**src/rtl/cp0_regs_if.sv**
```systemverilog
`default_nettype none
// ============================================================================
// Module      : cp0_regs_if
// Description : Bus bundle between the pipeline/exception unit and the CP0
//               register file. Carries the MFC0 read port, the MTC0 write
//               port, the external interrupt lines, the exception commit
//               strobes and the register/interrupt status returned to the
//               core.
//               slave  : the CP0 register file side
//               master : the core (pipeline + exception unit) side
// Revision    : 1.0  initial release
// ============================================================================
interface cp0_regs_if;
    // MFC0 read port
    logic [4:0]  raddr;
    logic [31:0] rdata;
    // MTC0 write port
    logic        we;
    logic [4:0]  waddr;
    logic [31:0] wdata;
    // external interrupt lines (level-sensitive)
    logic [5:0]  hw_int;
    // exception unit commit outputs
    logic        wr_exp;
    logic [4:0]  exp_code;
    logic [31:0] epc;
    logic        in_delayslot;
    logic        badvaddr_we;
    logic [31:0] badvaddr;
    logic        clear_exl;
    // state returned to the core
    logic [31:0] epc_out;
    logic        allow_int;
    logic [7:0]  interrupt_flag;
    logic [31:0] status;
    logic [31:0] cause;

    modport slave (
        input  raddr, we, waddr, wdata, hw_int,
        input  wr_exp, exp_code, epc, in_delayslot,
        input  badvaddr_we, badvaddr, clear_exl,
        output rdata, epc_out, allow_int, interrupt_flag, status, cause
    );

    modport master (
        output raddr, we, waddr, wdata, hw_int,
        output wr_exp, exp_code, epc, in_delayslot,
        output badvaddr_we, badvaddr, clear_exl,
        input  rdata, epc_out, allow_int, interrupt_flag, status, cause
    );
endinterface
`default_nettype wire

```
**src/rtl/cp0_regs.sv**
```systemverilog
`default_nettype none
// ============================================================================
// Module      : cp0_regs
// Description : MIPS coprocessor-0 register file: Status, Cause, EPC,
//               BadVAddr, Count and Compare, plus the Count/Compare timer
//               interrupt.
// Ports       : clk   - core clock, rising edge
//               reset - asynchronous active-high reset
//               bus   - cp0_regs_if.slave (MFC0/MTC0 ports, hw_int,
//                       exception commit strobes, EPC/Status/Cause and
//                       interrupt status outputs)
// Revision    : 1.0  initial release
// ============================================================================
module cp0_regs (
    input  logic        clk,
    input  logic        reset,
    cp0_regs_if.slave   bus
);

    localparam logic [4:0] c_REG_BADVADDR = 5'd8;
    localparam logic [4:0] c_REG_COUNT    = 5'd9;
    localparam logic [4:0] c_REG_COMPARE  = 5'd11;
    localparam logic [4:0] c_REG_STATUS   = 5'd12;
    localparam logic [4:0] c_REG_CAUSE    = 5'd13;
    localparam logic [4:0] c_REG_EPC      = 5'd14;

    // Status fields
    logic [7:0]  r_im;
    logic        r_exl;
    logic        r_ie;
    // Cause fields
    logic        r_bd;
    logic        r_ti;
    logic [5:0]  r_ip_hw;     // IP[7:2], sampled from hw_int every cycle
    logic [1:0]  r_ip_sw;     // IP[1:0], software interrupts
    logic [4:0]  r_exccode;
    // full-width registers
    logic [31:0] r_epc;
    logic [31:0] r_badvaddr;
    logic [31:0] r_count;
    logic [31:0] r_compare;
    logic        r_tick;      // divides the core clock by two for Count

    logic        w_wr_count;
    logic        w_wr_compare;
    logic        w_wr_status;
    logic        w_wr_cause;
    logic        w_wr_epc;
    logic [31:0] w_status;
    logic [31:0] w_cause;
    logic [31:0] w_epc_next;

    assign w_wr_count   = bus.we && (bus.waddr == c_REG_COUNT);
    assign w_wr_compare = bus.we && (bus.waddr == c_REG_COMPARE);
    assign w_wr_status  = bus.we && (bus.waddr == c_REG_STATUS);
    assign w_wr_cause   = bus.we && (bus.waddr == c_REG_CAUSE);
    assign w_wr_epc     = bus.we && (bus.waddr == c_REG_EPC);

    // BEV (bit 22) is hard-wired to 1.
    assign w_status = {9'd0, 1'b1, 6'd0, r_im, 6'd0, r_exl, r_ie};
    assign w_cause  = {r_bd, r_ti, 14'd0, r_ip_hw, r_ip_sw, 1'b0, r_exccode, 2'b00};

    // A delay-slot fault restarts at the branch, one word earlier.
    assign w_epc_next = bus.in_delayslot ? (bus.epc - 32'd4) : bus.epc;

    assign bus.status         = w_status;
    assign bus.cause          = w_cause;
    assign bus.epc_out        = r_epc;
    assign bus.allow_int      = r_ie & ~r_exl;
    assign bus.interrupt_flag = w_cause[15:8] & w_status[15:8];

    always_comb begin
        bus.rdata = 32'd0;
        case (bus.raddr)
            c_REG_BADVADDR: bus.rdata = r_badvaddr;
            c_REG_COUNT:    bus.rdata = r_count;
            c_REG_COMPARE:  bus.rdata = r_compare;
            c_REG_STATUS:   bus.rdata = w_status;
            c_REG_CAUSE:    bus.rdata = w_cause;
            c_REG_EPC:      bus.rdata = r_epc;
            default:        bus.rdata = 32'd0;
        endcase
    end

    always_ff @(posedge clk or posedge reset) begin
        if (reset) begin
            r_im       <= 8'd0;
            r_exl      <= 1'b0;
            r_ie       <= 1'b0;
            r_bd       <= 1'b0;
            r_ti       <= 1'b0;
            r_ip_hw    <= 6'd0;
            r_ip_sw    <= 2'd0;
            r_exccode  <= 5'd0;
            r_epc      <= 32'd0;
            r_badvaddr <= 32'd0;
            r_count    <= 32'd0;
            r_compare  <= 32'd0;
            r_tick     <= 1'b0;
        end else begin
            // Count advances on every other cycle; a write realigns the phase.
            if (w_wr_count) begin
                r_count <= bus.wdata;
                r_tick  <= 1'b0;
            end else begin
                r_tick <= ~r_tick;
                if (r_tick) begin
                    r_count <= r_count + 32'd1;
                end
            end

            // TI is sticky until software rewrites Compare.
            if (w_wr_compare) begin
                r_compare <= bus.wdata;
                r_ti      <= 1'b0;
            end else if (r_count == r_compare) begin
                r_ti <= 1'b1;
            end

            // Timer interrupt shares IP7 with hw_int[5].
            r_ip_hw <= {bus.hw_int[5] | r_ti, bus.hw_int[4:0]};

            if (w_wr_status) begin
                r_im <= bus.wdata[15:8];
                r_ie <= bus.wdata[0];
            end

            // Exception entry beats ERET, and both beat an MTC0 to EXL.
            if (bus.wr_exp) begin
                r_exl <= 1'b1;
            end else if (bus.clear_exl) begin
                r_exl <= 1'b0;
            end else if (w_wr_status) begin
                r_exl <= bus.wdata[1];
            end

            if (w_wr_cause) begin
                r_ip_sw <= bus.wdata[9:8];
            end

            // Nested exceptions keep the original EPC/BD.
            if (bus.wr_exp) begin
                r_exccode <= bus.exp_code;
                if (!r_exl) begin
                    r_epc <= w_epc_next;
                    r_bd  <= bus.in_delayslot;
                end
            end else if (w_wr_epc && !bus.clear_exl) begin
                r_epc <= bus.wdata;
            end

            if (bus.badvaddr_we) begin
                r_badvaddr <= bus.badvaddr;
            end
        end
    end

endmodule
`default_nettype wire

```
**src/flat_wrapper.sv**
```systemverilog
// flat-port wrapper written by rule: the top's interface ports become plain ports
module cp0_regs_flat 
  (clk, reset, bus_raddr, bus_we, bus_waddr, bus_wdata, bus_hw_int, bus_wr_exp, bus_exp_code, bus_epc, bus_in_delayslot, bus_badvaddr_we, bus_badvaddr, bus_clear_exl, bus_rdata, bus_epc_out, bus_allow_int, bus_interrupt_flag, bus_status, bus_cause);
  cp0_regs_if bus_i ();
  input  logic clk;
  input  logic reset;
  input wire logic [$bits(bus_i.raddr)-1:0] bus_raddr;
  input wire logic [$bits(bus_i.we)-1:0] bus_we;
  input wire logic [$bits(bus_i.waddr)-1:0] bus_waddr;
  input wire logic [$bits(bus_i.wdata)-1:0] bus_wdata;
  input wire logic [$bits(bus_i.hw_int)-1:0] bus_hw_int;
  input wire logic [$bits(bus_i.wr_exp)-1:0] bus_wr_exp;
  input wire logic [$bits(bus_i.exp_code)-1:0] bus_exp_code;
  input wire logic [$bits(bus_i.epc)-1:0] bus_epc;
  input wire logic [$bits(bus_i.in_delayslot)-1:0] bus_in_delayslot;
  input wire logic [$bits(bus_i.badvaddr_we)-1:0] bus_badvaddr_we;
  input wire logic [$bits(bus_i.badvaddr)-1:0] bus_badvaddr;
  input wire logic [$bits(bus_i.clear_exl)-1:0] bus_clear_exl;
  output wire logic [$bits(bus_i.rdata)-1:0] bus_rdata;
  output wire logic [$bits(bus_i.epc_out)-1:0] bus_epc_out;
  output wire logic [$bits(bus_i.allow_int)-1:0] bus_allow_int;
  output wire logic [$bits(bus_i.interrupt_flag)-1:0] bus_interrupt_flag;
  output wire logic [$bits(bus_i.status)-1:0] bus_status;
  output wire logic [$bits(bus_i.cause)-1:0] bus_cause;
  assign bus_i.raddr = bus_raddr;
  assign bus_i.we = bus_we;
  assign bus_i.waddr = bus_waddr;
  assign bus_i.wdata = bus_wdata;
  assign bus_i.hw_int = bus_hw_int;
  assign bus_i.wr_exp = bus_wr_exp;
  assign bus_i.exp_code = bus_exp_code;
  assign bus_i.epc = bus_epc;
  assign bus_i.in_delayslot = bus_in_delayslot;
  assign bus_i.badvaddr_we = bus_badvaddr_we;
  assign bus_i.badvaddr = bus_badvaddr;
  assign bus_i.clear_exl = bus_clear_exl;
  assign bus_rdata = bus_i.rdata;
  assign bus_epc_out = bus_i.epc_out;
  assign bus_allow_int = bus_i.allow_int;
  assign bus_interrupt_flag = bus_i.interrupt_flag;
  assign bus_status = bus_i.status;
  assign bus_cause = bus_i.cause;
  cp0_regs u_core (.clk(clk), .reset(reset), .bus(bus_i));
endmodule
```
**config.mk**
```make
export PLATFORM = sky130hd
export DESIGN_NAME = cp0_regs_flat
export DESIGN_NICKNAME = d
export VERILOG_FILES = /design/src/rtl/cp0_regs_if.sv /design/src/rtl/cp0_regs.sv /design/src/flat_wrapper.sv
export SDC_FILE = /design/constraint.sdc
export NUM_CORES = 1
export LEC_CHECK = 0
export CAP_MARGIN = 20
export CORE_UTILIZATION = 50
export CTS_BUF_LIST = sky130_fd_sc_hd__clkbuf_4 sky130_fd_sc_hd__clkbuf_8 sky130_fd_sc_hd__clkbuf_16
export DETAILED_ROUTE_END_ITERATION = 7
export HOLD_SLACK_MARGIN = 0.1
export PLACE_DENSITY_LB_ADDON = 0.12
export RECOVER_POWER = 50
export REMOVE_ABC_BUFFERS = 1
export SLEW_MARGIN = 25
export SYNTH_ARGS = -nofsm -noshare
export SYNTH_HDL_FRONTEND = slang
export SYNTH_SLANG_ARGS = --single-unit
```
**constraint.sdc**
```tcl
create_clock -name clk -period 12.52 [get_ports clk]
set_input_delay 3.756 -clock clk [delete_from_list [all_inputs] [get_ports clk]]
set_output_delay 3.756 -clock clk [all_outputs]
set_load 0.01 [all_outputs]
```
==> flow_metrics.py, run 1 <==
metrics = {
    "run_status": {
        "status": "complete, but fails checks",
        "violations": "max-capacitance violations, max-slew violations",
    },
    "synth": {
        "synth.distinct_cells": 54,
        "yosys-top-cells-area": "dfrtp_1 (44%), mux2_2 (10%), a22oi_1 (5.6%), xnor2_1 (4.8%), xor2_1 (4.1%)",
        "synth.ff_latch_count": 154,
        "ys.flop_type": "dfrtp_1",
        "synth.avg_cell_area_um2": 10.1,
        "yosys.cell_count.top_type": "dfrtp_1",
        "yosysTopAreaCellShare_pct": 44.2,
        "synthCells": 864,
        "synthTopCellsByCount": "dfrtp_1 (154), nand2_1 (93), mux2_2 (81), a22oi_1 (65), o21ai_0 (50)",
        "synth_edf_count": 0,
        "synth_area_mm2": 0.00871,
        "ys_warn_count": 0,
        "synth_top_area_cell": "dfrtp_1",
        "ys_seq_area_share_pct": 44.2,
        "async_reset_ff_share_pct": 100,
    },
    "timing": {
        "fin_tns_setup_ns": 0,
        "setup_viol": 0,
        "drv_slew": 246,
        "period_share_pct": 77.7,
        "rsz0062_at_grt": "false",
        "max_slew.worst_pin.slew_ns": 3.99,
        "hold_viol": 0,
        "fmax_mhz": 103,
        "post-route-min-period_ns": 9.73,
        "slew_headroom_pct": -168,
        "final.setup_skew_ns": 0.00741,
    },
    "critical_path": {
        "startpoint_type": "primary input",
        "r2r_slack_ns": 10.16,
        "cp-startpoint": "bus_raddr[2]",
        "r2r_start": "u_core.r_count[3]",
        "cp.required_ns": 8.76,
        "r2r_cells": 5,
        "arrival_ns": 5.97,
        "critPathKind": "primary input to output pin",
        "cp_max_fo": 32,
        "r2r-end": "u_core.r_count[31]",
        "worst_setup_path_end_kind": "output pin",
    },
    "flow_run": {
        "drv_cap": 5,
    },
    "detailed_routing": {
        "firstDrtPassIters": 5,
        "ant_nets": 0,
        "vias": 7537,
        "routed_via_density": 5.84,
        "drc": 0,
        "drt_iter0_markers": 609,
        "avgRoutedWirePerCell_um": 20.7,
        "totalWireLength_um": 26700,
    },
    "final_layout": {
        "drive_above_1_share_pct": 13.2,
        "fillers": 1354,
        "diodes": 0,
        "multi_input_area_mm2": 0.00445,
        "final_nets": 1183,
        "design_area_mm2": 0.0115,
        "area_growth_pct": 32.5,
        "regArea_mm2": 0.00385,
    },
    "global_routing": {
        "grt_max_degree": 90,
        "grt_usage_pct": 30.6,
        "grt_pass1_vias": 7376,
        "antenna_found_initial": 0,
        "grt_overflow": 0,
        "grt_pass1_wl_um": 41400,
    },
    "place": {
        "routabilityCongestion": 0.828,
        "hpwl_um": 18100,
        "io_buffers": 221,
        "placed_area_mm2": 0.0109,
    },
    "clocking": {
        "cts_setup_buffers": 0,
        "path_clk_slew_ns": 0.06,
        "cts_resized": 0,
        "cts_buffers": 17,
        "root_buffer": "clkbuf_16",
        "cts_hold_buf": 0,
        "cts_buffer_depth": 2,
        "tritoncts": "done",
        "cts_sinks": 154,
        "htreeDepth": 4,
        "worstSkewPairLatency_ns": 0.43,
    },
    "worst_hold_path": {
        "hold_path.startpoint": "u_core.bus.epc_out[7]",
        "worstHoldEndpoint": "u_core.bus.epc_out[7]",
        "hold_depth": 2,
        "hold_path.class": "flop to flop",
    },
    "floorplanning": {
        "dieArea_mm2": 0.0180,
        "chipWidth_um": 134,
        "ios": 261,
        "row_count": 47,
        "core_mm2": 0.0168,
        "initial_core_util_pct": 51.8,
        "die_y_um": 134,
    },
    "power_and_ir_drop": {
        "ir_worst_vdd_mv": 0.101,
        "p_per_area_mw_per_mm2": 141,
        "p_leak_nw": 4.66,
    },
}
cell type report:
| cell class | instances | area share (%) |
|---|---|---|
| clock inverter | 12 | 1.45 |
| tap | 220 | 2.39 |
| timing repair buffer | 235 | 19.9 |
| multi-input combinational | 639 | 38.6 |
| inverter | 10 | 0.336 |
| clock buffer | 20 | 3.94 |
| sequential | 154 | 33.4 |
power breakdown:
part	switching, mW	leakage (nW)	internal (mW)
logic	0.174	2.47	0.204
registers	0.116	1.89	0.588
clock network	0.217	0.302	0.326
total	0.507	4.66	1.12
per-layer routing:
metal	share of wire, %	GRT usage [%]	vias up
met5	0	0	-
met4	2.2	10.4	0
met3	8.0	7.41	46
met2	47	48.6	384
met1	43	40.8	3669
li1	-	-	3438
critical path: stages:
cell,delay [ns]
clkdlybuf4s50_1,0.58
inv_1,0.13
nor4_2,0.22
buf_4,0.44
a222oi_1,0.19
nand2_1,0.10
clkdlybuf4s50_1,0.54
sequential cells by signal (all words and copies together), names as in the netlist:
| signal | flops |
|---|---|
| u_core.r_ip_hw | 6 |
| u_core.r_badvaddr | 32 |
| u_core.r_exccode | 5 |
| u_core.r_bd | 1 |
| u_core.r_tick | 1 |
| u_core.r_ti | 1 |
| u_core.r_ie | 1 |
| u_core.r_im | 8 |
| u_core.bus.epc_out | 32 |
| u_core.r_ip_sw | 2 |
| u_core.r_compare | 32 |
| u_core.r_exl | 1 |
| u_core.r_count | 32 |
worst max-delay path by stage:
stage	end	slack, ns	depth (start not counted)
2_1_floorplan	bus_rdata[2]	1.88	4
3_3_place_gp	bus_rdata[31]	2.86	7
3_5_place_dp	bus_rdata[31]	2.85	7
4_1_cts	bus_rdata[31]	2.83	7
5_1_grt	bus_rdata[13]	2.66	7
6_report	bus_rdata[31]	2.79	7
cells by family (layout without fill, tap and decap cells):
family / Yosys count / count (layout) / synth area share [%]
AND/OR/NAND/NOR: 262 / 262 / 16.1
AO/OA/AOI/OAI: 158 / 158 / 12.2
flip-flops: 154 / 154 / 44.2
buffers and inverters: 108 / 277 / 6.77
XOR/XNOR: 89 / 89 / 8.95
multiplexers: 89 / 89 / 11.4
adder cells (fa/ha/maj): 2 / 2 / 0.287
other: 2 / 39 / 0.0862
through the flow:
stage                     util [%]  instances  hold slack, ns  power [mW]  setup slack, ns
final                         68.6       1290           0.507        1.62             2.79
after global routing          68.6       1290           0.521        1.70             2.66
after CTS                     68.8       1290           0.512        1.64             2.83
after detailed placement      65.1       1258           0.494        1.09             2.85
after global placement        65.1       1258           0.490        1.08             2.86
after floorplan                  -        803           0.479       0.878             1.88
placed cells by master, fill, tap and decap left out, types with 3 or more instances in the layout:
master / instances
a21oi_1: 12
a221o_1: 3
a222oi_1: 10
a22oi_1: 65
and2_1: 12
and3_1: 8
buf_4: 11
bufinv_16: 3
clkbuf_1: 4
clkbuf_16: 17
clkdlybuf4s50_1: 169
clkinv_4: 7
conb_1: 39
dfrtp_1: 154
dlygate4sd3_1: 51
inv_1: 8
mux2_2: 81
mux2i_1: 8
nand2_1: 93
nand2b_1: 4
nand3_1: 35
nand3b_1: 4
nand4_1: 30
nand4b_1: 6
nor2_1: 23
nor3_1: 13
nor3_2: 3
nor4_1: 4
nor4_2: 4
nor4b_1: 3
nor4bb_1: 3
o211ai_1: 6
o21ai_0: 52
or3_1: 3
xnor2_1: 48
xor2_1: 41
No activity file was read; power rests on OpenSTA's default activity.
==> run 2: changes to the inputs <==
--- a/config.mk
+++ b/config.mk
@@ -6,7 +6,7 @@
 export NUM_CORES = 1
 export LEC_CHECK = 0
 export CAP_MARGIN = 20
-export CORE_UTILIZATION = 50
+export CORE_UTILIZATION = 48
 export CTS_BUF_LIST = sky130_fd_sc_hd__clkbuf_4 sky130_fd_sc_hd__clkbuf_8 sky130_fd_sc_hd__clkbuf_16
 export DETAILED_ROUTE_END_ITERATION = 7
 export HOLD_SLACK_MARGIN = 0.1
==> constraint.sdc (replaced) <==
create_clock -name clk -period 9.7 [get_ports clk]
set_input_delay 2.91 -clock clk [delete_from_list [all_inputs] [get_ports clk]]
set_output_delay 2.91 -clock clk [all_outputs]
set_load 0.01 [all_outputs]
==> flow_metrics.py, run 2 (synthesis results as in run 1) <==
metrics = {
    "detailed_routing": {
        "wl_met3_um": 2160,
        "wl_met1_um": 11400,
        "highest_layer": "met4",
        "drc": 0,
        "drt_iter0_markers": 661,
        "ant_nets": 0,
        "firstDrtPassIters": 5,
        "routed_via_density": 5.82,
        "avgRoutedWirePerCell_um": 20.8,
        "met2_length_um": 12800,
        "totalWireLength_um": 26900,
        "vias": 7532,
    },
    "clocking": {
        "cts_sinks": 154,
        "cts_buffer_depth": 2,
        "worstSkewPairLatency_ns": 0.43,
        "cts_resized": 0,
        "cts_hold_buf": 0,
        "tritoncts": "done",
        "cts_setup_buffers": 0,
        "htreeDepth": 4,
        "path_clk_slew_ns": 0.06,
        "root_buffer": "clkbuf_16",
        "cts_buffers": 17,
    },
    "global_routing": {
        "antenna_found_initial": 1,
        "grt_pass1_vias": 7486,
        "grt_usage_pct": 30.0,
        "grt_overflow": 0,
        "grt_pass1_wl_um": 41700,
        "grt_max_degree": 86,
    },
    "final_layout": {
        "fillers": 1448,
        "area_growth_pct": 32.3,
        "stdcell_count": 1295,
        "regArea_mm2": 0.00385,
        "final_nets": 1183,
        "diodes": 0,
        "design_area_mm2": 0.0115,
        "multi_input_area_mm2": 0.00446,
        "layout_common_cells": "clkdlybuf4s50_1 (167), dfrtp_1 (154), nand2_1 (93)",
        "layout_commonest_cell": "clkdlybuf4s50_1",
        "drive_above_1_share_pct": 13.3,
    },
    "timing": {
        "setup_ws_ns": 1.63,
        "period_share_pct": 83.2,
        "setup_viol": 0,
        "fin_tns_setup_ns": 0,
        "post-route-min-period_ns": 8.07,
        "slew_headroom_pct": -159,
        "hold-worst-slack_ns": 0.512,
        "final.setup_skew_ns": 0.0161,
        "hold_viol": 0,
        "fmax_mhz": 124,
        "max_slew.worst_pin.slew_ns": 3.86,
        "rsz0062_at_grt": "false",
        "drv_slew": 242,
    },
    "run_status": {
        "status": "complete, but fails checks",
        "violations": "max-capacitance violations, max-slew violations",
    },
    "floorplanning": {
        "core_mm2": 0.0175,
        "initial_core_util_pct": 49.7,
        "dieArea_mm2": 0.0187,
        "ios": 261,
        "chipWidth_um": 137,
        "die_y_um": 137,
        "row_count": 48,
    },
    "critical_path": {
        "cpPeakStageDelay_ns": 0.54,
        "critPathKind": "primary input to output pin",
        "path_cells": "clkdlybuf4s50_1 > nand2b_1 > nor3_2 > buf_4 > a22oi_1 > nand2_1 > clkdlybuf4s50_1",
        "path_common_cell": "clkdlybuf4s50_1",
        "cp_slowest_cell": "clkdlybuf4s50_1",
        "startpoint_type": "primary input",
        "cp_max_fo": 32,
        "worst_setup_path_end_kind": "output pin",
        "arrival_ns": 5.16,
        "cp.required_ns": 6.79,
    },
    "power_and_ir_drop": {
        "p_leak_nw": 4.64,
        "ir_worst_vdd_mv": 0.136,
        "p_per_area_mw_per_mm2": 179,
    },
    "place": {
        "routabilityCongestion": 0.803,
        "pre_cts_ws_ns": 1.65,
        "hpwl_um": 18600,
        "dp_cells": 1263,
        "placed_area_mm2": 0.0110,
        "io_buffers": 221,
    },
    "worst_hold_path": {
        "hold_path.class": "flop to flop",
    },
    "flow_run": {
        "drv_cap": 5,
    },
}
-- run 2: changes by cell type in the layout (fill, tap and decap cells not counted), sizes merged --
cell,change
clkinv,-6
inv,+5
clkinvlp,+4
clkbuf,-2
clkdlybuf4s50,-2
dlygate4sd3,+2
bufinv,-1
-- run 2: area by class of cell --
type	count	area share (%)
Multi-Input combinational cell	639	38.7
Clock inverter	14	1.35
Sequential cell	154	33.4
Inverter	10	0.337
Timing Repair Buffer	235	20.0
Clock buffer	18	3.81
Tap cell	225	2.44
-- run 2: metrics by stage --
step	util (%)	power [mW]
2_1_floorplan	-	1.13
3_3_place_gp	62.4	1.40
3_5_place_dp	62.4	1.41
4_1_cts	65.8	2.09
5_1_grt	65.7	2.16
6_report	65.7	2.07
-- run 2: path summary, 6_finish.rpt --
kind                                      start              endpoint  slack (ns)  cells past startpoint
hold / removal             u_core.r_badvaddr[7]  u_core.r_badvaddr[7]        0.51                      1
max in group asynchronous                 reset   u_core.r_exccode[0]        3.46                      3
hold reg to reg            u_core.r_badvaddr[7]  u_core.r_badvaddr[7]        0.51                      1
setup reg to reg              u_core.r_count[3]    u_core.r_count[25]        7.22                      5
setup / recovery                   bus_raddr[4]         bus_rdata[31]        1.63                      7
min in group asynchronous                 reset   u_core.r_compare[4]        4.08                      2
-- run 2: where the power goes --
group          internal (mW)  leakage, nW  switching (mW)
sequential             0.758         1.89           0.148
clock                  0.390        0.277           0.285
combinational          0.263         2.47           0.225
total                   1.41         4.64           0.657
-- run 2: worst max-delay path: cells and delay by family --
kind	cells	cell delay (ns)
AO/OA/AOI/OAI	1	0.23
buffers and inverters	3	1.48
AND/OR/NAND/NOR	3	0.52
-- run 2: metal layers --
| metal | GRT usage (%) | vias up |
|---|---|---|
| li1 | - | 3430 |
| met1 | 39.9 | 3725 |
| met2 | 48.1 | 338 |
| met3 | 7.59 | 39 |
| met4 | 9.07 | 0 |
| met5 | 0 | - |
==> run 3: changes to the inputs <==
==> constraint.sdc (replaced) <==
create_clock -name clk -period 7.95 [get_ports clk]
set_input_delay 2.385 -clock clk [delete_from_list [all_inputs] [get_ports clk]]
set_output_delay 2.385 -clock clk [all_outputs]
set_load 0.01 [all_outputs]
==> flow_metrics.py, run 3 (synthesis results as in run 1) <==
metrics = {
    "timing": {
        "slew_headroom_pct": -148,
        "hold_viol": 0,
        "final.setup_skew_ns": 0.0100,
        "fin_tns_setup_ns": 0,
        "post-route-min-period_ns": 7.13,
        "fmax_mhz": 140,
        "drv_slew": 254,
        "max_slew.worst_pin.slew_ns": 3.72,
        "period_share_pct": 89.6,
        "setup_viol": 0,
        "rsz0062_at_grt": "false",
    },
    "critical_path": {
        "path_cells": "clkdlybuf4s50_1 > nand2b_1 > nor3_2 > buf_4 > a222oi_1 > nand2_1 > clkdlybuf4s50_1",
        "worst_setup_path_end_kind": "output pin",
        "path_common_cell": "clkdlybuf4s50_1",
        "cp-startpoint": "bus_raddr[4]",
        "cpPeakStageDelay_ns": 0.55,
        "r2r_start": "u_core.r_count[3]",
        "critPathKind": "primary input to output pin",
        "cp_max_fo": 10,
        "startpoint_type": "primary input",
        "cp.required_ns": 5.57,
        "cp_slowest_cell": "clkdlybuf4s50_1",
        "arrival_ns": 4.74,
    },
    "detailed_routing": {
        "avgRoutedWirePerCell_um": 20.9,
        "vias": 7515,
        "drc": 0,
        "firstDrtPassIters": 5,
        "routed_via_density": 5.80,
        "drt_iter0_markers": 523,
        "totalWireLength_um": 27100,
        "ant_nets": 0,
    },
    "power_and_ir_drop": {
        "combPwrFrac_pct": 23.2,
        "p_leak_nw": 4.67,
        "pwr-share-seq_pct": 43.4,
        "p_int_mw": 1.75,
        "p_clk_share_pct": 33.4,
        "ir_worst_vdd_mv": 0.159,
        "swShare_pct": 31.4,
        "p_sw_uw": 803,
        "p_per_area_mw_per_mm2": 221,
    },
    "floorplanning": {
        "dieArea_mm2": 0.0187,
        "row_count": 48,
        "die_y_um": 137,
        "ios": 261,
        "initial_core_util_pct": 49.7,
        "core_mm2": 0.0175,
        "chipWidth_um": 137,
    },
    "place": {
        "routabilityCongestion": 0.823,
        "placed_area_mm2": 0.0110,
        "io_buffers": 221,
        "hpwl_um": 18500,
    },
    "flow_run": {
        "drv_cap": 5,
    },
    "clocking": {
        "cts_resized": 0,
        "cts_setup_buffers": 0,
        "root_buffer": "clkbuf_16",
        "cts_hold_buf": 0,
        "cts_buffer_depth": 2,
        "worstSkewPairLatency_ns": 0.43,
        "htreeDepth": 4,
        "cts_sinks": 154,
        "tritoncts": "done",
        "path_clk_slew_ns": 0.06,
        "cts_buffers": 17,
    },
    "global_routing": {
        "grt_usage_pct": 29.9,
        "grt_overflow": 0,
        "grt_pass1_vias": 7460,
        "grt_pass1_wl_um": 41500,
        "grt_max_degree": 98,
        "antenna_found_initial": 1,
    },
    "worst_hold_path": {
        "hold_path.startpoint": "u_core.r_badvaddr[23]",
        "hold_path.class": "flop to flop",
    },
    "final_layout": {
        "layout_commonest_cell": "clkdlybuf4s50_1",
        "multi_input_area_mm2": 0.00446,
        "drive_above_1_share_pct": 13.2,
        "fillers": 1447,
        "regArea_mm2": 0.00385,
        "area_growth_pct": 32.5,
        "layout_common_cells": "clkdlybuf4s50_1 (163), dfrtp_1 (154), nand2_1 (93)",
        "design_area_mm2": 0.0115,
        "final_nets": 1183,
    },
    "run_status": {
        "violations": "max-capacitance violations, max-slew violations",
        "status": "complete, but fails checks",
    },
}
## run 3: final timing paths
check | end | slack [ns] | depth (start not counted)
worst max-delay path | bus_rdata[5] | 0.82 | 7
worst min-delay path | u_core.r_badvaddr[23] | 0.51 | 1
worst max register to register | u_core.r_count[26] | 5.49 | 5
worst min register to register | u_core.r_badvaddr[23] | 0.51 | 1
max in group asynchronous | u_core.r_count[5] | 1.82 | 3
min in group asynchronous | u_core.r_exccode[1] | 3.79 | 2
## run 3: per-layer routing
layer	GRT usage [%]	wire (um)
met3	6.52	2240
met2	48.5	12800
met5	0	0
met1	40.0	11500
met4	9.07	505
## run 3: through the flow
step	hold WS, ns	std cells	worst slack, ns	power, mW	util, %
after floorplan	0.479	803	0.0517	1.38	-
after global placement	0.489	1263	0.909	1.71	62.4
after detailed placement	0.496	1263	0.853	1.72	62.4
after CTS	0.512	1295	0.837	2.58	65.9
after global routing	0.522	1295	0.722	2.66	65.8
final	0.511	1296	0.823	2.56	65.8
## run 3: critical path, delay by kind of cell
| kind | cells | cell delay, ns |
|---|---|---|
| AND/OR/NAND/NOR | 3 | 0.89 |
| buffers and inverters | 3 | 1.35 |
| AO/OA/AOI/OAI | 1 | 0.11 |
## run 3: final cells by class
class / instances / area share, %
inverter: 10 / 0.325
clock buffer: 19 / 3.87
clock inverter: 13 / 1.44
sequential: 154 / 33.4
antenna: 1 / 0.0217
timing repair buffer: 235 / 19.9
multi-input combinational: 639 / 38.6
tap: 225 / 2.44
## run 3: power groups by stage
stage	Combinational [mW]	Clock, mW	Sequential [mW]
floorplan	0.295	0	1.09
finish	0.592	0.855	1.11
detailed placement	0.605	0	1.12
global route	0.644	0.894	1.13
global placement	0.593	0	1.11
CTS	0.610	0.862	1.10
